$ cat config.mk
export PLATFORM = sky130hd
export DESIGN_NAME = shift_pipe_ctrl
export DESIGN_NICKNAME = d
export VERILOG_FILES = /design/src/rtl/shift_pkg.sv /design/src/rtl/shift_core_16.sv /design/src/rtl/shift_pipe_ctrl.sv
export SDC_FILE = /design/constraint.sdc
export NUM_CORES = 1
export LEC_CHECK = 0
export CAP_MARGIN = 30
export CORE_MARGIN = 3
export CORE_UTILIZATION = 50
export CTS_BUF_LIST = sky130_fd_sc_hd__clkbuf_8
export DETAILED_ROUTE_END_ITERATION = 7
export PLACE_DENSITY = 0.78
export SKIP_LAST_GASP = 1
export SLEW_MARGIN = 20
export SYNTH_ARGS = -nofsm -noshare
export SYNTH_HDL_FRONTEND = slang
export SYNTH_SLANG_ARGS = --single-unit
$ cat constraint.sdc
create_clock -name clk -period 5.1 [get_ports clk]
set_clock_uncertainty 0.15 [all_clocks]
set_input_delay 1.02 -clock clk [delete_from_list [all_inputs] [get_ports clk]]
set_output_delay 1.02 -clock clk [all_outputs]
set_load 0.02 [all_outputs]
$ cat src/rtl/shift_pkg.sv
`default_nettype none
// ============================================================================
//  Module      : shift_pkg
//  Description : Shared widths, mode encodings and command record for the
//                shift/rotate pipeline.
//  Revision    : 1.0 - initial release
// ============================================================================
package shift_pkg;

  localparam int DATA_W  = 16;
  localparam int SHAMT_W = 4;

  localparam logic [1:0] SH_LOGIC = 2'b00;
  localparam logic [1:0] SH_ARITH = 2'b01;
  localparam logic [1:0] SH_ROT   = 2'b10;

  typedef struct packed {
    logic [DATA_W-1:0]  data;
    logic [SHAMT_W-1:0] shamt;
    logic               lr;
    logic [1:0]         mode;
  } shift_cmd_t;

endpackage : shift_pkg
`default_nettype wire

$ cat src/rtl/shift_core_16.sv
`default_nettype none
// ============================================================================
//  Module      : shift_core_16
//  Description : Combinational 16-bit log-stage barrel (1/2/4/8) providing
//                logical shift, arithmetic shift and rotate.
//  Revision    : 1.0 - initial release
// ============================================================================
module shift_core_16
  import shift_pkg::*;
(
  input  logic [DATA_W-1:0]  i_data,
  input  logic [SHAMT_W-1:0] i_shamt,
  input  logic               i_lr,
  input  logic [1:0]         i_mode,
  output logic [DATA_W-1:0]  o_result
);

  // One barrel layer: moves by a fixed amount when enabled. Rotate wraps the
  // bits that leave one end; arithmetic right fills with the operand sign.
  function automatic logic [DATA_W-1:0] barrel_step(
    input logic [DATA_W-1:0] x,
    input logic              en,
    input logic              lr,
    input logic              rot,
    input logic              sign,
    input int unsigned       amt
  );
    logic [DATA_W-1:0] shl;
    logic [DATA_W-1:0] shr;
    logic [DATA_W-1:0] wrap_l;
    logic [DATA_W-1:0] wrap_r;
    logic [DATA_W-1:0] fill_r;
    shl    = x << amt;
    shr    = x >> amt;
    wrap_l = rot ? (x >> (DATA_W - amt)) : '0;
    wrap_r = rot ? (x << (DATA_W - amt)) : '0;
    fill_r = sign ? ~({DATA_W{1'b1}} >> amt) : '0;
    if (!en)
      barrel_step = x;
    else if (lr)
      barrel_step = shl | wrap_l;
    else
      barrel_step = shr | wrap_r | fill_r;
  endfunction

  logic              w_rot;
  logic              w_sign;
  logic [DATA_W-1:0] w_st1;
  logic [DATA_W-1:0] w_st2;
  logic [DATA_W-1:0] w_st4;
  logic [DATA_W-1:0] w_st8;

  // Reserved mode 11 falls through to the logical path.
  assign w_rot  = (i_mode == SH_ROT);
  assign w_sign = (i_mode == SH_ARITH) && i_data[DATA_W-1];

  assign w_st1 = barrel_step(i_data, i_shamt[0], i_lr, w_rot, w_sign, 1);
  assign w_st2 = barrel_step(w_st1,  i_shamt[1], i_lr, w_rot, w_sign, 2);
  assign w_st4 = barrel_step(w_st2,  i_shamt[2], i_lr, w_rot, w_sign, 4);
  assign w_st8 = barrel_step(w_st4,  i_shamt[3], i_lr, w_rot, w_sign, 8);

  assign o_result = w_st8;

endmodule : shift_core_16
`default_nettype wire

$ cat src/rtl/shift_pipe_ctrl.sv
`default_nettype none
// ============================================================================
//  Module      : shift_pipe_ctrl
//  Description : Two-stage valid/ready shift/rotate pipeline with a count of
//                results accepted downstream.
//  Revision    : 1.0 - initial release
// ============================================================================
module shift_pipe_ctrl
  import shift_pkg::*;
#(
  parameter int CNT_W = 8
) (
  input  logic               clk,
  input  logic               rst_n,
  input  logic               in_valid,
  output logic               in_ready,
  input  logic [DATA_W-1:0]  in_data,
  input  logic [SHAMT_W-1:0] in_shamt,
  input  logic               in_lr,
  input  logic [1:0]         in_mode,
  output logic               out_valid,
  input  logic               out_ready,
  output logic [DATA_W-1:0]  out_data,
  output logic               out_zero,
  output logic [CNT_W-1:0]   out_count
);

  shift_cmd_t        r_s1_cmd;
  logic              r_s1_valid;
  logic              r_s2_valid;
  logic [DATA_W-1:0] r_s2_data;
  logic              r_s2_zero;
  logic [CNT_W-1:0]  r_count;

  logic              w_s2_free;
  logic              w_s1_adv;
  logic              w_in_xfer;
  logic              w_out_xfer;
  logic [DATA_W-1:0] w_core_result;

  // in_ready depends combinationally on out_ready so a full pipe can still
  // accept when both stages drain together.
  assign w_s2_free  = !r_s2_valid || out_ready;
  assign w_s1_adv   = r_s1_valid && w_s2_free;
  assign in_ready   = !r_s1_valid || w_s2_free;
  assign w_in_xfer  = in_valid && in_ready;
  assign w_out_xfer = r_s2_valid && out_ready;

  always_ff @(posedge clk or negedge rst_n) begin
    if (!rst_n) begin
      r_s1_valid <= 1'b0;
      r_s1_cmd   <= '0;
    end else if (w_in_xfer) begin
      r_s1_valid     <= 1'b1;
      r_s1_cmd.data  <= in_data;
      r_s1_cmd.shamt <= in_shamt;
      r_s1_cmd.lr    <= in_lr;
      r_s1_cmd.mode  <= in_mode;
    end else if (w_s1_adv) begin
      r_s1_valid <= 1'b0;
    end
  end

  shift_core_16 u_core (
    .i_data   (r_s1_cmd.data),
    .i_shamt  (r_s1_cmd.shamt),
    .i_lr     (r_s1_cmd.lr),
    .i_mode   (r_s1_cmd.mode),
    .o_result (w_core_result)
  );

  // Result registers keep their last value on drain; only valid is cleared.
  always_ff @(posedge clk or negedge rst_n) begin
    if (!rst_n) begin
      r_s2_valid <= 1'b0;
      r_s2_data  <= '0;
      r_s2_zero  <= 1'b0;
    end else if (w_s1_adv) begin
      r_s2_valid <= 1'b1;
      r_s2_data  <= w_core_result;
      r_s2_zero  <= (w_core_result == '0);
    end else if (w_out_xfer) begin
      r_s2_valid <= 1'b0;
    end
  end

  always_ff @(posedge clk or negedge rst_n) begin
    if (!rst_n)
      r_count <= '0;
    else if (w_out_xfer)
      r_count <= r_count + 1'b1;
  end

  assign out_valid = r_s2_valid;
  assign out_data  = r_s2_data;
  assign out_zero  = r_s2_zero;
  assign out_count = r_count;

endmodule : shift_pipe_ctrl
`default_nettype wire

## After elaboration in Yosys (flattened, before gate mapping)

Index checks and enable logic that the tools add are counted.

- Memories kept: 0
- Word-level logic and storage cells: 59
- Output and inout port bits: 27
- Bits in registers: 50
- Bits in latches: 0
- Input bits: 27
- ROM bits: 0
- Bits in writable memories: 0

- $add $sub $neg: 1
- Multiplexer cells: 24
- Bitwise gates (word level): 12
- $lt $le $gt $ge: 0
- $mul: 0
- Eq/ne operators: 2
- Div/mod/pow operators: 0
- Shift-type cells: 0
- Reductions and logical operators: 11

Operators by type and width:

| cell | count |
|---|---|
| $mux 16 | 16 |
| $or 16x16->16 | 7 |
| $logic_not 16->1 | 1 |
| $or 12x16->16 | 1 |
| $or 14x16->16 | 1 |
| $or 15x16->16 | 1 |
| $or 16x8->16 | 1 |
| $or 8x16->16 | 1 |
| $add 8x1->8 const B | 1 |
| $mux 8 | 1 |
| $mux 1 | 5 |
| $logic_and 1x1->1 | 4 |
| $mux 4 | 1 |
| $reduce_bool 2->1 | 2 |
| $eq 2x1->1 const B | 1 |
| $eq 2x2->1 const B | 1 |
| $logic_not 1->1 | 2 |
| $logic_or 1x1->1 | 2 |
| $mux 2 | 1 |

## Longest topological paths before layout

- Depth in word-level cells: 22
- Mapped depth: 11
- Mapped depth without buffers: 8

## Hierarchy

Synthesis repeated with hierarchy kept, for this count alone.

- Cells, all modules: 433
- Area total of the unflattened synthesis: 4,144.0 µm²

Modules (own cells, without submodules):

| module | times used | cells each | seq. area each (µm²) | area each (µm²) |
|---|---|---|---|---|
| shift_pipe_ctrl | 1 | 127 | 1,251.2 | 2,110.8 |
| shift_core_16 | 1 | 306 | 0.0 | 2,033.2 |

## Worst setup path before layout

Ideal clock, no wire load.

- Kind: input -> register
- Start: input out_ready
- End: register r_s1_cmd[0] (netlist name)
- Data arrival time: 2.258 ns
- Buffers on the path: 1
- Cell stages on the path: 4
- Setup time: 0.125 ns
- Required time: 4.825 ns
- Slack: 2.567 ns
- Cells stage by stage: nand3b_1 nand2_1 buf_1 mux2_2

- Cells in the longest elaborated chain, start to end: 3

RTL lines:

| element | line | source |
|---|---|---|
| from (decl) | shift_pipe_ctrl.sv:22 | `input logic out_ready,` |
| $logic_or 1x1->1 | shift_pipe_ctrl.sv:43 | `assign w_s2_free = !r_s2_valid \|\| out_ready;` |
| $logic_or 1x1->1 | shift_pipe_ctrl.sv:45 | `assign in_ready = !r_s1_valid \|\| w_s2_free;` |
| $logic_and 1x1->1 | shift_pipe_ctrl.sv:46 | `assign w_in_xfer = in_valid && in_ready;` |
| to (decl) | shift_pipe_ctrl.sv:28 | `shift_cmd_t r_s1_cmd;` |

Every way passes these cells.
A chain may end at the register's enable or synchronous reset.

## Worst setup path in the final report

- Start: input out_ready
- End: output in_ready

- Cells in the longest elaborated chain, start to end: 2

RTL lines:

| element | line | source |
|---|---|---|
| $logic_or 1x1->1 | shift_pipe_ctrl.sv:43 |  |
| $logic_or 1x1->1 | shift_pipe_ctrl.sv:45 |  |
| to (decl) | shift_pipe_ctrl.sv:16 | `output logic in_ready,` |

Every way passes these cells.

==> run_results.csv <==
group,metric,value,unit
final_layout,syn2layout_area_growth,15.71,%
timing,worstMarginPinSlew,836.7,ps
final_layout,nets,494,
clock_network,clk_path_buf_depth,2,
clock_network,clkTransAtPathRegs,100,ps
synth,ys_ff_latch,50,
clock_network,cts_sinks,50,
grt,grt_pass1_vias,3474,
pwr,irDropWorstVdd,0.2681,mV
worst_setup_path,path_max_fanout,3,
routing,drc,0,
timing,maxSlewHeadroom,0.4422,
synth,synth_area,0.003935,mm²
clock_network,cts_made_buffers,5,
routing,top_layer_used,"met4",
routing,ant_nets,0,
routing,wl_met1,4.818,mm
pwr,p_leak,1.826,nW
clock_network,cts_setup_buffers,0,
synth,async_reset_ff_frac,1.000,
final_layout,multiInputGateArea,0.002447,mm²
grt,grt_pass1_wl,17.57,mm
timing,setup_viol,0,
clock_network,cts_htree_levels,2,
placement,io_buffers,53,
worst_setup_path,cp.required,3930,ps
timing,rsz0062_at_grt,"false",
grt,grt.total_usage,0.2468,
synth,synth_nets,470,
pwr,powerDensity,400.3,mW/mm²
min_path,hold_class,"reg2reg",
grt,grt.overflow.total,0,
routing,wl_per_cell,19.18,µm
floorplanning,dieHeight,94.72,µm
grt,grt_max_degree,35,
floorplanning,initial_utilization,0.5284,
floorplanning,coreArea,0.007447,mm²
synth,syn_avg_cell_area,8.903,µm²
final_layout,drive_above_1_share,0.1306,
final_layout,fillers,659,
worst_setup_path,worstPathArrival,2290,ps
floorplanning,die_area,0.008971,mm²
timing,fin_hold_ws,333.6,ps
timing,post-route-period-util,0.6777,
synth,synth_top_area_share,0.3180,
worst_setup_path,crit_type,"in2out",
synth,synth.area.top_cells,"dfrtp_1, mux2i_1, mux2_2",
run_status,status,"completed",
placement,dpl.hpwl,7.803,mm
timing,tns,0,ps
routing,vias,3689,
synth,ys_seq_area_frac,0.3180,
timing,fmax,289.3,MHz
synth,synth.distinct_cells,63,
synth,synth_edf_count,0,
final_layout,seqCellArea,0.001252,mm²
clock_network,clk_latency,310,ps
routing,dr.pass1.iters,5,
floorplanning,num_io_pins,54,
clock_network,cts_hold_buf,0,
timing,slew_violations,0,
synth,netlist_instances,442,
final_layout,num_antenna_cells,0,
clock_network,clockRootBuffer,"clkbuf_8",
floorplanning,num_rows,31,
flow_run,max-cap-violations,0,
timing,post-route-min-period,3456,ps
synth,yosys_warnings,0,
placement,globalplace.congestion,0.9277,
timing,hold_violations,0,
synth,yosys_most_used_dff,"dfrtp_1",
routing,wl,10.85,mm
routing,dr_wl_met3,711,µm
worst_setup_path,cp-start-kind,"primary input",
routing,met2WireLength,5.009,mm
grt,antenna_found_initial,0,
floorplanning,dieWidth,94.72,µm
routing,first_iter_violations,395,
synth,synth.largest_area_cell,"dfrtp_1",
routing,avgViaCountPerCell,6.518,
clock_network,cts_tree,"built",
worst_setup_path,endpoint_kind,"output pin",
clock_network,cts_resized,0,
[power by group]
group | switching, W | leakage (nW) | internal (W) | total (W)
Clock | 0.000151 | 0.0502 | 0.000102 | 0.000253
Combinational | 0.000504 | 1.17 | 0.000424 | 0.000928
Sequential | 0.000148 | 0.601 | 0.000494 | 0.000642
[state kept, by name, summed over array words and instances (netlist names)]
signal	cells
r_s1_valid	1
out_valid	1
out_zero	1
out_count	8
out_data	16
r_s1_cmd	23
[per-layer routing]
layer  global-route usage  vias up
met4              0.08774        0
met2               0.3805      170
met1               0.3563     1787
met5                    0        -
met3              0.03028       26
li1                     -     1706
[path summary, 6_finish.rpt]
check | from | to | slack (ps) | depth (start not counted)
min in group asynchronous | rst_n | r_s1_cmd[12]$_DFFE_PN0P_ | 470 | 1
worst min-delay path | out_count[7]$_DFFE_PN0P_ | out_count[7]$_DFFE_PN0P_ | 330 | 1
worst max register to register | r_s1_cmd[3]$_DFFE_PN0P_ | out_zero$_DFFE_PN0P_ | 1800 | 9
worst min register to register | out_count[7]$_DFFE_PN0P_ | out_count[7]$_DFFE_PN0P_ | 330 | 1
max in group asynchronous | rst_n | out_data[11]$_DFFE_PN0P_ | 3810 | 2
worst max-delay path | out_ready | in_ready | 1640 | 3
[kinds of logic after synthesis]
logic type | Yosys count | share of synthesized area
DFF | 50 | 0.3180
xor gates and xnor gates | 7 | 0.01558
adders and majority gates | 1 | 0.003179
and+or+nand+nor | 121 | 0.1514
AOI/OAI and AO/OA | 140 | 0.2413
buffers and inverters | 51 | 0.06009
muxes | 72 | 0.2105
[cell type report]
type	instances	area share
multi-input combinational	341	0.5375
sequential	50	0.2751
timing repair buffer	61	0.1330
tap	99	0.02721
clock buffer	5	0.01511
clock inverter	3	0.006320
inverter	7	0.005771
[cell usage in the layout (no fill, tap or decap), types with 6 or more instances in the layout]
| cell type | n |
|---|---|
| clkdlybuf4s50_1 | 52 |
| dfrtp_1 | 49 |
| mux2i_1 | 37 |
| o21ai_0 | 37 |
| nand2_1 | 34 |
| nor2_1 | 33 |
| mux2_2 | 29 |
| a21oi_1 | 24 |
| a211oi_1 | 15 |
| nor3_1 | 12 |
| o22ai_1 | 10 |
| nand2b_1 | 9 |
| a31oi_1 | 8 |
| inv_1 | 6 |
| buf_4 | 6 |
[metrics by stage]
step	total power, W	cells	worst slack (ps)	cell area, µm²	utilization
floorplan	0.001239	442	2567	3935	-
global placement	0.001545	556	1674	4420	0.5936
detailed placement	0.001560	557	1650	4441	0.5963
CTS	0.001813	565	1644	4538	0.6094
global route	0.001934	566	1571	4553	0.6114
finish	0.001823	566	1644	4553	0.6114
[Yosys cell counts (3+ instances only)]
cell      count
dfrtp_1      50
mux2i_1      37
o21ai_0      37
nand2_1      34
nor2_1       33
mux2_2       29
a21oi_1      24
clkbuf_1     20
a211oi_1     15
buf_2        15
nor3_1       12
o22ai_1      10
nand2b_1      9
a31oi_1       8
inv_1         6
nand3_1       5
xnor2_1       5
a221oi_1      4
a311oi_1      4
buf_1         4
mux4_2        4
nor2b_1       4
o221ai_1      4
buf_4         3
nand3b_1      3
nand4b_1      3
nor4_1        3
o211ai_1      3
o311ai_0      3
o31ai_1       3
o32ai_1       3
[worst max-delay path, cell delays in order]
cell and delay (ps):
clkdlybuf4s50_1 470, nand3b_1 160, clkdlybuf4s50_1 630
Power figures use the tool's default switching activity.
